**src/rtl/ex_muldiv_seq_if.sv**
```systemverilog
// ex_muldiv_seq_if
// Handshake and operand bundle between the EX stage and the iterative
// RV32M multiply/divide sequencer.
//   start   EX holds a valid M-op (level, held until done)
//   funct3  M-op selector (MUL..REMU)
//   srcA    rs1 value after forwarding
//   srcB    rs2 value after forwarding
//   flush   EX instruction squashed; aborts any operation
//   stall   freeze IF/ID/EX (combinational in the sequencer)
//   done    one-cycle pulse, result valid
//   result  registered 32-bit result
// master: EX stage side. slave: sequencer side.
interface ex_muldiv_seq_if;
    logic        start;
    logic [2:0]  funct3;
    logic [31:0] srcA;
    logic [31:0] srcB;
    logic        flush;
    logic        stall;
    logic        done;
    logic [31:0] result;

    modport master (
        output start, funct3, srcA, srcB, flush,
        input  stall, done, result
    );

    modport slave (
        input  start, funct3, srcA, srcB, flush,
        output stall, done, result
    );
endinterface

```
**src/rtl/ex_muldiv_seq.sv**
```systemverilog
// ex_muldiv_seq
// Iterative RV32M multiply/divide unit for the EX stage. Multiplies by
// shift-add and divides by restoring division, one bit per cycle, on
// operand magnitudes; signs are applied in a final fix-up cycle.
// Ports:
//   CLK  core clock, rising edge
//   RST  synchronous active-high reset
//   bus  ex_muldiv_seq_if.slave (start/funct3/srcA/srcB/flush in,
//        stall/done/result out)
//
// state | meaning
// IDLE  | waiting for start; special divide cases finish from here
// BUSY  | 32 shift-add / restoring-divide iterations
// FIX   | apply signs, select output half, write result
// DONE  | done pulse; back to IDLE
module ex_muldiv_seq (
    input  logic            CLK,
    input  logic            RST,
    ex_muldiv_seq_if.slave  bus
);

    typedef enum logic [1:0] {
        S_IDLE = 2'd0,
        S_BUSY = 2'd1,
        S_FIX  = 2'd2,
        S_DONE = 2'd3
    } state_t;

    state_t      r_state;
    logic [4:0]  r_cnt;
    logic [2:0]  r_f3;
    logic [31:0] r_bmag;
    logic [31:0] r_hi;       // product high half / partial remainder
    logic [31:0] r_lo;       // multiplier shifting out / quotient shifting in
    logic        r_neg_q;    // negate product or quotient
    logic        r_neg_r;    // negate remainder
    logic [31:0] r_result;
    logic        r_done;

    logic        w_is_div;
    logic        w_a_signed;
    logic        w_b_signed;
    logic        w_a_neg;
    logic        w_b_neg;
    logic [31:0] w_a_mag;
    logic [31:0] w_b_mag;
    logic        w_div0;
    logic        w_ovf;
    logic        w_special;
    logic [31:0] w_special_res;
    logic [32:0] w_mul_sum;
    logic [32:0] w_div_sh;
    logic [32:0] w_div_diff;
    logic [63:0] w_prod;
    logic [63:0] w_prod_s;
    logic [31:0] w_quo;
    logic [31:0] w_rem;
    logic [31:0] w_fix_res;

    // Operand sign handling at accept time. MULHSU treats only srcA as signed;
    // MULHU and the U divides treat both as unsigned.
    assign w_is_div   = bus.funct3[2];
    assign w_a_signed = w_is_div ? ~bus.funct3[0] : (bus.funct3 != 3'b011);
    assign w_b_signed = w_is_div ? ~bus.funct3[0] : ~bus.funct3[1];
    assign w_a_neg    = w_a_signed & bus.srcA[31];
    assign w_b_neg    = w_b_signed & bus.srcB[31];
    assign w_a_mag    = w_a_neg ? (32'd0 - bus.srcA) : bus.srcA;
    assign w_b_mag    = w_b_neg ? (32'd0 - bus.srcB) : bus.srcB;

    assign w_div0     = w_is_div & (bus.srcB == 32'd0);
    assign w_ovf      = w_is_div & ~bus.funct3[0] &
                        (bus.srcA == 32'h8000_0000) & (bus.srcB == 32'hFFFF_FFFF);
    assign w_special  = w_div0 | w_ovf;
    // funct3[1] separates REM/REMU from DIV/DIVU among the divides.
    assign w_special_res = w_div0 ? (bus.funct3[1] ? bus.srcA : 32'hFFFF_FFFF)
                                  : (bus.funct3[1] ? 32'd0    : 32'h8000_0000);

    // Shift-add step: add multiplicand into the high half when the current
    // multiplier bit is set, then shift the 65-bit {carry,hi,lo} right by one.
    assign w_mul_sum  = {1'b0, r_hi} + (r_lo[0] ? {1'b0, r_bmag} : 33'd0);

    // Restoring step: the shifted remainder is always < 2*divisor, so bit 32
    // of the difference is a reliable borrow flag.
    assign w_div_sh   = {r_hi, r_lo[31]};
    assign w_div_diff = w_div_sh - {1'b0, r_bmag};

    assign w_prod     = {r_hi, r_lo};
    assign w_prod_s   = r_neg_q ? (64'd0 - w_prod) : w_prod;
    assign w_quo      = r_neg_q ? (32'd0 - r_lo) : r_lo;
    assign w_rem      = r_neg_r ? (32'd0 - r_hi) : r_hi;

    always_comb begin
        w_fix_res = 32'd0;
        case (r_f3)
            3'b000:                  w_fix_res = w_prod_s[31:0];
            3'b001, 3'b010, 3'b011:  w_fix_res = w_prod_s[63:32];
            3'b100, 3'b101:          w_fix_res = w_quo;
            default:                 w_fix_res = w_rem;
        endcase
    end

    always_ff @(posedge CLK) begin
        if (RST) begin
            r_state  <= S_IDLE;
            r_cnt    <= 5'd0;
            r_f3     <= 3'd0;
            r_bmag   <= 32'd0;
            r_hi     <= 32'd0;
            r_lo     <= 32'd0;
            r_neg_q  <= 1'b0;
            r_neg_r  <= 1'b0;
            r_result <= 32'd0;
            r_done   <= 1'b0;
        end else if (bus.flush) begin
            r_state <= S_IDLE;
            r_cnt   <= 5'd0;
            r_done  <= 1'b0;
        end else begin
            case (r_state)
                S_IDLE: begin
                    r_done <= 1'b0;
                    if (bus.start) begin
                        r_f3    <= bus.funct3;
                        r_bmag  <= w_b_mag;
                        r_hi    <= 32'd0;
                        r_lo    <= w_a_mag;
                        r_neg_q <= w_a_neg ^ w_b_neg;
                        r_neg_r <= w_a_neg;
                        r_cnt   <= 5'd0;
                        if (w_special) begin
                            r_result <= w_special_res;
                            r_done   <= 1'b1;
                            r_state  <= S_DONE;
                        end else begin
                            r_state  <= S_BUSY;
                        end
                    end
                end
                S_BUSY: begin
                    if (r_f3[2]) begin
                        if (!w_div_diff[32]) begin
                            r_hi <= w_div_diff[31:0];
                            r_lo <= {r_lo[30:0], 1'b1};
                        end else begin
                            r_hi <= w_div_sh[31:0];
                            r_lo <= {r_lo[30:0], 1'b0};
                        end
                    end else begin
                        r_hi <= w_mul_sum[32:1];
                        r_lo <= {w_mul_sum[0], r_lo[31:1]};
                    end
                    r_cnt <= r_cnt + 5'd1;
                    if (r_cnt == 5'd31) begin
                        r_state <= S_FIX;
                    end
                end
                S_FIX: begin
                    r_result <= w_fix_res;
                    r_done   <= 1'b1;
                    r_state  <= S_DONE;
                end
                S_DONE: begin
                    r_done  <= 1'b0;
                    r_state <= S_IDLE;
                end
                default: begin
                    r_done  <= 1'b0;
                    r_state <= S_IDLE;
                end
            endcase
        end
    end

    assign bus.stall  = ~RST & (((r_state == S_IDLE) & bus.start & ~bus.flush) |
                                (r_state == S_BUSY) | (r_state == S_FIX));
    assign bus.done   = r_done;
    assign bus.result = r_result;

endmodule

```
**src/flat_wrapper.sv**
```systemverilog
// flat-port wrapper written by rule: the top's interface ports become plain ports
module ex_muldiv_seq_flat 
  (CLK, RST, bus_start, bus_funct3, bus_srcA, bus_srcB, bus_flush, bus_stall, bus_done, bus_result);
  ex_muldiv_seq_if bus_i ();
  input  logic CLK;
  input  logic RST;
  input wire logic [$bits(bus_i.start)-1:0] bus_start;
  input wire logic [$bits(bus_i.funct3)-1:0] bus_funct3;
  input wire logic [$bits(bus_i.srcA)-1:0] bus_srcA;
  input wire logic [$bits(bus_i.srcB)-1:0] bus_srcB;
  input wire logic [$bits(bus_i.flush)-1:0] bus_flush;
  output wire logic [$bits(bus_i.stall)-1:0] bus_stall;
  output wire logic [$bits(bus_i.done)-1:0] bus_done;
  output wire logic [$bits(bus_i.result)-1:0] bus_result;
  assign bus_i.start = bus_start;
  assign bus_i.funct3 = bus_funct3;
  assign bus_i.srcA = bus_srcA;
  assign bus_i.srcB = bus_srcB;
  assign bus_i.flush = bus_flush;
  assign bus_stall = bus_i.stall;
  assign bus_done = bus_i.done;
  assign bus_result = bus_i.result;
  ex_muldiv_seq u_core (.CLK(CLK), .RST(RST), .bus(bus_i));
endmodule
```
**config.mk**
```make
export PLATFORM = sky130hd
export DESIGN_NAME = ex_muldiv_seq_flat
export DESIGN_NICKNAME = d
export VERILOG_FILES = /design/src/rtl/ex_muldiv_seq_if.sv /design/src/rtl/ex_muldiv_seq.sv /design/src/flat_wrapper.sv
export SDC_FILE = /design/constraint.sdc
export NUM_CORES = 1
export LEC_CHECK = 0
export BUFFER_PORTS_ARGS = -buffer_cell sky130_fd_sc_hd__buf_4
export CORE_MARGIN = 5
export CORE_UTILIZATION = 60
export DETAILED_ROUTE_END_ITERATION = 6
export PLACE_DENSITY_LB_ADDON = 0.25
export SYNTH_ARGS = -nofsm -noshare
export SYNTH_HDL_FRONTEND = slang
export SYNTH_SLANG_ARGS = --single-unit
```
**constraint.sdc**
```tcl
create_clock -name CLK -period 4 [get_ports CLK]
set_input_delay 0.4 -clock CLK [delete_from_list [all_inputs] [get_ports CLK]]
set_output_delay 0.4 -clock CLK [all_outputs]
set_load 0.1 [all_outputs]
```
* After elaboration in Yosys (flattened, before gate mapping)
Cells that the tools add are included.
Storage, ports and cells: register bits after elaboration 141, input port bits 71, output and inout port bits 34
Cells by class: $add $sub $neg 8, eq/ne operators 15, mux-type cells 32, bitwise operators 17, reductions and logical operators 14
Operators with widths (number):
- 2-to-1 mux 32 bit | 15
- one-hot mux 32 bit (2 select lines) | 3
- subtractor 1 x 32 -> 32 bit, first input constant | 4
- one-hot mux 32 bit (3 select lines) | 1
- equality test 32 bit, second input constant | 2
- 2-to-1 mux 64 bit | 1
- subtractor 1 x 64 -> 64 bit, first input constant | 1
- adder 32 x 33 -> 33 bit | 1
- subtractor 33 x 32 -> 33 bit | 1
- logical NOT 32 bit | 1
- one-hot mux 5 bit (2 select lines) | 1
- bitwise AND 1 bit | 9
- one-hot mux 2 bit (4 select lines) | 1
- equality test 3 x 2 -> 1 bit, second input constant | 2
- equality test 3 bit, second input constant | 2
- 2-to-1 mux 2 bit | 3
- AND reduction 3 bit | 2
- adder 5 x 1 -> 5 bit, second input constant | 1
- equality test 5 bit, second input constant | 1
- 2-to-1 mux 1 bit | 5
- 2-to-1 mux 5 bit | 1
- equality test 2 bit, second input constant | 2
- != test 2 x 1 -> 1 bit, second input constant | 2
- inverter 1 bit | 4
- 15 further kinds | 20

* Logic depth before layout (Yosys ltp)
depth after elaboration 8, mapped depth 15, mapped depth without buffers 13

* Least setup slack after synthesis
OpenSTA, ideal clock, no wires.
path kind register -> output, from register u_core.r_state[0], to output bus_stall, data arrival time 2.872 ns, required time 3.600 ns, setup slack 0.728 ns, cell stages (with the launch flop) 8, path buffers 3, cell sequence dfxtp_1 inv_1 ha_1 clkbuf_1 clkbuf_1 clkbuf_1 nor2_1 a21oi_1
On the way: longest elaborated chain between the ends 6, elaborated cells between the ends (all ways) 8, those cells by class eq/ne: 2; bitwise: 5; reduce/logical: 1
Ends and longest elaborated chain:
- from (decl) | RTL line ex_muldiv_seq.sv:29 | state_t r_state;
- from (signal assigned) | RTL line ex_muldiv_seq.sv:104 | r_state <= S_IDLE;
- from (signal assigned) | RTL line ex_muldiv_seq.sv:115 | r_state <= S_IDLE;
- from (signal assigned) | RTL line ex_muldiv_seq.sv:133 | r_state <= S_DONE;
- logical NOT 2 bit | RTL line ex_muldiv_seq.sv:174 | assign bus.stall = ~RST & (((r_state == S_IDLE) & bus.start & ~bus.flush) |
- bitwise AND 1 bit (2 in series) | RTL line ex_muldiv_seq.sv:174
- OR 1 bit | RTL line ex_muldiv_seq.sv:174
- OR 1 bit (*) | RTL line ex_muldiv_seq.sv:175 | (r_state == S_BUSY) | (r_state == S_FIX));
- bitwise AND 1 bit (*) | RTL line ex_muldiv_seq.sv:174
- to (decl) | RTL line flat_wrapper.sv:12 | output wire logic [$bits(bus_i.stall)-1:0] bus_stall;
Mark *: on every way between the ends. The rest lies on a longest branch, timed or not.

* Worst setup path in the final report
from register u_core.r_hi[28], to register u_core.r_hi[16]
On the way: longest elaborated chain between the ends 4
Ends and longest elaborated chain:
- from (decl) | RTL line ex_muldiv_seq.sv:33 | logic [31:0] r_hi;
- from (signal assigned) | RTL line ex_muldiv_seq.sv:142 | r_hi <= w_div_diff[31:0];
- from (signal assigned) | RTL line ex_muldiv_seq.sv:145 | r_hi <= w_div_sh[31:0];
- from (signal assigned) | RTL line ex_muldiv_seq.sv:149 | r_hi <= w_mul_sum[32:1];
- subtractor 33 x 32 -> 33 bit | RTL line ex_muldiv_seq.sv:85 | assign w_div_diff = w_div_sh - {1'b0, r_bmag};
- 2-to-1 mux 32 bit | RTL line ex_muldiv_seq.sv:141 | if (!w_div_diff[32]) begin
- 2-to-1 mux 32 bit | RTL line ex_muldiv_seq.sv:140 | if (r_f3[2]) begin
- one-hot mux 32 bit (2 select lines) | RTL line ex_muldiv_seq.sv:119 | case (r_state)
No other way between the ends. A chain may end at the register's enable or synchronous reset.

==> results.md <==
| Item | This run |
|---|---|
| Result of the run | complete, no violations |
| Clock network latency to the later pin of the worst-skew pair | 0.45 ns |
| Total gr overflow | 0 |
| Filler cell count | 2,065 |
| Max_slew headroom | 0.150 |
| DR WL/cell | 22.2 um |
| Synth Warn # | 0 |
| Number of max-cap violations | 0 |
| Power density over cell area | 275 nW/um^2 |
| Maximum count of clock buffers along a single path | 2 |
| First-pass iteration count of the detailed router | 6 |
| Final Critical Period | 3.80 ns |
| Cell with the most instances after synthesis | sky130_fd_sc_hd__nand2_1 |
| Cell leakage power | 6.26 nW |
| Netlist Area Pre-Place | 14,000 um^2 |
| Number of H-tree levels | 4 |
| Flop and latch count out of synthesis | 141 |
| FP Rows | 56 |
| Slew Limit Fails | 0 |
| Share of final-layout standard cells stronger than drive strength 1 | 0.114 |
| Post-CTS setup repair buffer count | 0 |
| I/O Buffers | 104 |
| Via count of the first global-routing pass | 14,300 |
| Syn Nets | 2,096 |
| Fmax | 263 MHz |
| DR vias | 15,800 |
| Die ar. | 26,500 um^2 |
| Number of standard cells after synthesis | 1,948 |
| Buffers plus inverters on the worst setup path | 2 |
| Final worst-path cycle share | 0.950 |
| Final std cells w/o fill | 2,324 |
| DPL Wire Length | 38,800 um |
| Post-detailed-routing wire length | 51,500 um |
| PostCTS Resize Cnt | 0 |
| Data required time at the worst endpoint | 4.34 ns |
| Count of distinct cell types in the synthesized netlist | 86 |
| Hold Startpoint | bus_funct3[2] |
| Number of instances in the placed design | 2,293 |
| Fraction of registers with async set or reset after synthesis | 0 |
| Stage delay of the slowest cell on the critical path | 0.67 ns |
| Worst IR Drop VDD | 0.250 mV |
| Family with the most delay on the worst path | compound AO/OA/AOI/OAI gates |
| Layout Area Growth over Synthesis | 11.9% |
| First-pass GRT wire length | 80,000 um |
| Ratio of routed vias to standard cells | 6.79 |
| Startpoint type of the worst setup path | flip-flop |
| Post-synth EDFFs | 0 |
| Final layout net count | 2,141 |
| Clock Skews | 0.0162 ns |
| Critical path, cell by cell | ha_1, nand4_1, nor3_1, o211ai_1, a31oi_1, a2111oi_0, buf_4, xnor2_2, buf_4, mux2i_1, nand2_1, a32o_1 |
| Setup violation total in the final timing report | 0 |
| Setup slack after placement | 0.371 ns |
| Startpoint of the worst register-to-register path | u_core.r_hi[28]$_SDFFE_PP0P_ |
| Classification of the worst setup path | flip-flop to flip-flop |
| Clock transition at the registers of the reported paths | 0.07 ns |
| Cell type with the highest aggregate area in the netlist | sky130_fd_sc_hd__dfxtp_1 |
| Most used DFF post-synth | sky130_fd_sc_hd__dfxtp_1 |
| First-iteration detailed-routing DRC count | 1,961 |
| Min-Delay Path Class | primary input to flip-flop |
| Min Hold Slack | 0.223 ns |
| Hold-fix buffers at CTS | 0 |
| Antenna Nets Post-Route | 0 |
| Number of antenna violations at the first check in global routing | 2 |
| Maximum number of pins on one net before global-route repair | 83 |
| Largest cells by area after synthesis | sky130_fd_sc_hd__dfxtp_1 20%, sky130_fd_sc_hd__ha_1 6.7%, sky130_fd_sc_hd__o21ai_0 5.8% |
| Max stage delay cell, worst path | sky130_fd_sc_hd__dfxtp_1 |
| Total Negative Setup Slacks | 0 ns |
| Fraction of the yosys area taken by sequential cells | 0.201 |
| Mean cell area of the mapped netlist | 7.20 um^2 |
| Unrepaired setup endpoints after global routing | no |
| Diodes inserted | 0 |
| Minimum setup slack in the final design | 0.199 ns |
| Worst-margin pin slew | 1.27 ns |
| Setup crit end kind | flip-flop |
| Starting utilization of the core area | 0.603 |
| Yosys top cell area share | 0.201 |
| Final Util | 0.675 |
| Detailed-route DRC error count | 0 |
| CTS Root Cell | sky130_fd_sc_hd__clkbuf_16 |
| Die extent in y | 163 um |
| Cell type with the highest occurrence count on the critical path | sky130_fd_sc_hd__buf_4 |
| Source of the critical timing path | u_core.r_hi[28]$_SDFFE_PP0P_ |
| Io pins | 105 |
| Final weighted congestion in routability-driven placement | 1.01 |
| TritonCTS clock tree | done |
| Signal arrival time at the worst endpoint | 4.14 ns |
| Total GRT Usage | 0.378 |
| Commonest cells in the netlist | 204 x sky130_fd_sc_hd__nand2_1, 186 x sky130_fd_sc_hd__nor2_1, 163 x sky130_fd_sc_hd__o21ai_0 |
| Die width | 163 um |
| Count of clock tree sinks | 141 |
| Num CTS Buffers | 17 |
| Critical-path maximum fanout | 17 |
| Number of hold violations in the final report | 0 |
| Core outline area | 23,300 um^2 |
==> registers in the layout, summed over array words and instances, names as in the netlist <==
register and cells:
u_core.bus.result 32, u_core.r_bmag 32, u_core.r_hi 32, u_core.r_lo 32, u_core.r_cnt 5, u_core.r_f3 3
u_core.r_state 2, u_core.bus.done 1, u_core.r_neg_q 1, u_core.r_neg_r 1
==> metrics by stage <==
step                      instance area [um^2]  power, mW
final                                    15700       4.31
after global routing                     15700       4.46
after CTS                                15700       4.26
after detailed placement                 15100       2.66
after global placement                   15100       2.64
after floorplan                          14000       2.30
==> cell type report <==
class / instances / area, um^2 / share of cell area
clock buffer: 17 / 425 / 0.0271
sequential: 141 / 2820 / 0.180
timing repair buffer: 160 / 1230 / 0.0781
multi-input combinational: 1597 / 10400 / 0.662
clock inverter: 14 / 149 / 0.00948
tap: 319 / 399 / 0.0254
inverter: 76 / 285 / 0.0182
==> worst reg2reg max path: stages, from the launching register on <==
cell                        delay, ns
sky130_fd_sc_hd__dfxtp_1         0.67
sky130_fd_sc_hd__ha_1            0.34
sky130_fd_sc_hd__nand4_1         0.17
sky130_fd_sc_hd__nor3_1          0.53
sky130_fd_sc_hd__o211ai_1        0.22
sky130_fd_sc_hd__a31oi_1         0.31
sky130_fd_sc_hd__a2111oi_0       0.15
sky130_fd_sc_hd__buf_4           0.17
sky130_fd_sc_hd__xnor2_2         0.20
sky130_fd_sc_hd__buf_4           0.32
sky130_fd_sc_hd__mux2i_1         0.28
sky130_fd_sc_hd__nand2_1         0.10
sky130_fd_sc_hd__a32o_1          0.25
==> per-layer routing <==
metal	part of all wire	track usage	wire length (um)	vias up
met5	0.00066	0	34	-
met2	0.42	0.556	21600	1048
met4	0.037	0.125	1890	4
li1	-	-	-	7204
met3	0.13	0.109	6950	157
met1	0.41	0.532	21100	7370
==> layout by cell type (no fill, tap or decap), types with 11 or more instances in the layout <==
master | synthesis | routed
sky130_fd_sc_hd__dfxtp_1 | 141 | 140
sky130_fd_sc_hd__a31oi_1 | 34 | 34
sky130_fd_sc_hd__and3_1 | 16 | 15
sky130_fd_sc_hd__nand4_1 | 24 | 24
sky130_fd_sc_hd__o211ai_1 | 43 | 43
sky130_fd_sc_hd__or4_1 | 18 | 18
sky130_fd_sc_hd__nand3_1 | 39 | 39
sky130_fd_sc_hd__nor2_1 | 186 | 184
sky130_fd_sc_hd__o31ai_1 | 40 | 40
sky130_fd_sc_hd__a211oi_1 | 43 | 43
sky130_fd_sc_hd__a21oi_1 | 150 | 150
sky130_fd_sc_hd__clkbuf_16 | 0 | 17
sky130_fd_sc_hd__a22oi_1 | 12 | 12
sky130_fd_sc_hd__mux2i_1 | 59 | 59
sky130_fd_sc_hd__inv_1 | 74 | 74
sky130_fd_sc_hd__xor2_1 | 91 | 91
sky130_fd_sc_hd__a21o_1 | 34 | 34
sky130_fd_sc_hd__nor4_1 | 13 | 13
sky130_fd_sc_hd__ha_1 | 75 | 74
sky130_fd_sc_hd__o22ai_1 | 20 | 20
sky130_fd_sc_hd__nand2_1 | 204 | 204
sky130_fd_sc_hd__nand2b_1 | 12 | 12
sky130_fd_sc_hd__or3_1 | 19 | 19
sky130_fd_sc_hd__nor3_1 | 41 | 41
sky130_fd_sc_hd__xnor2_1 | 91 | 90
sky130_fd_sc_hd__buf_4 | 1 | 158
sky130_fd_sc_hd__o21ai_0 | 163 | 163
sky130_fd_sc_hd__a311oi_1 | 11 | 11
sky130_fd_sc_hd__a22o_1 | 11 | 11
sky130_fd_sc_hd__o21a_1 | 14 | 14
==> cell families (layout without fill, tap and decap cells) <==
| family | count (synthesis) | in the layout | synth area share |
|---|---|---|---|
| muxes | 64 | 64 | 0.0461 |
| DFF | 141 | 141 | 0.201 |
| xor gates and xnor gates | 182 | 182 | 0.114 |
| buffers and inverters | 210 | 267 | 0.0590 |
| AOI/OAI and AO/OA | 654 | 654 | 0.300 |
| and+or+nand+nor | 620 | 620 | 0.210 |
| adders and majority gates | 77 | 77 | 0.0698 |
==> power breakdown <==
part | internal, mW | leakage [nW] | switching, mW
Sequential | 1.46 | 1.15 | 0.0723
Clock | 0.878 | 0.277 | 0.763
Combinational | 0.422 | 4.83 | 0.724
Total | 2.75 | 6.26 | 1.56
==> final timing paths <==
kind                                   endpoint  slack, ns  cells past startpoint
min                 u_core.r_f3[2]$_SDFFE_PP0P_       0.22                      3
max                u_core.r_hi[16]$_SDFFE_PP0P_       0.20                     12
min reg2reg  u_core.bus.result[19]$_SDFFE_PP0P_       0.48                      2
max reg2reg        u_core.r_hi[16]$_SDFFE_PP0P_       0.20                     12
No activity file was read; power rests on OpenSTA's default activity.
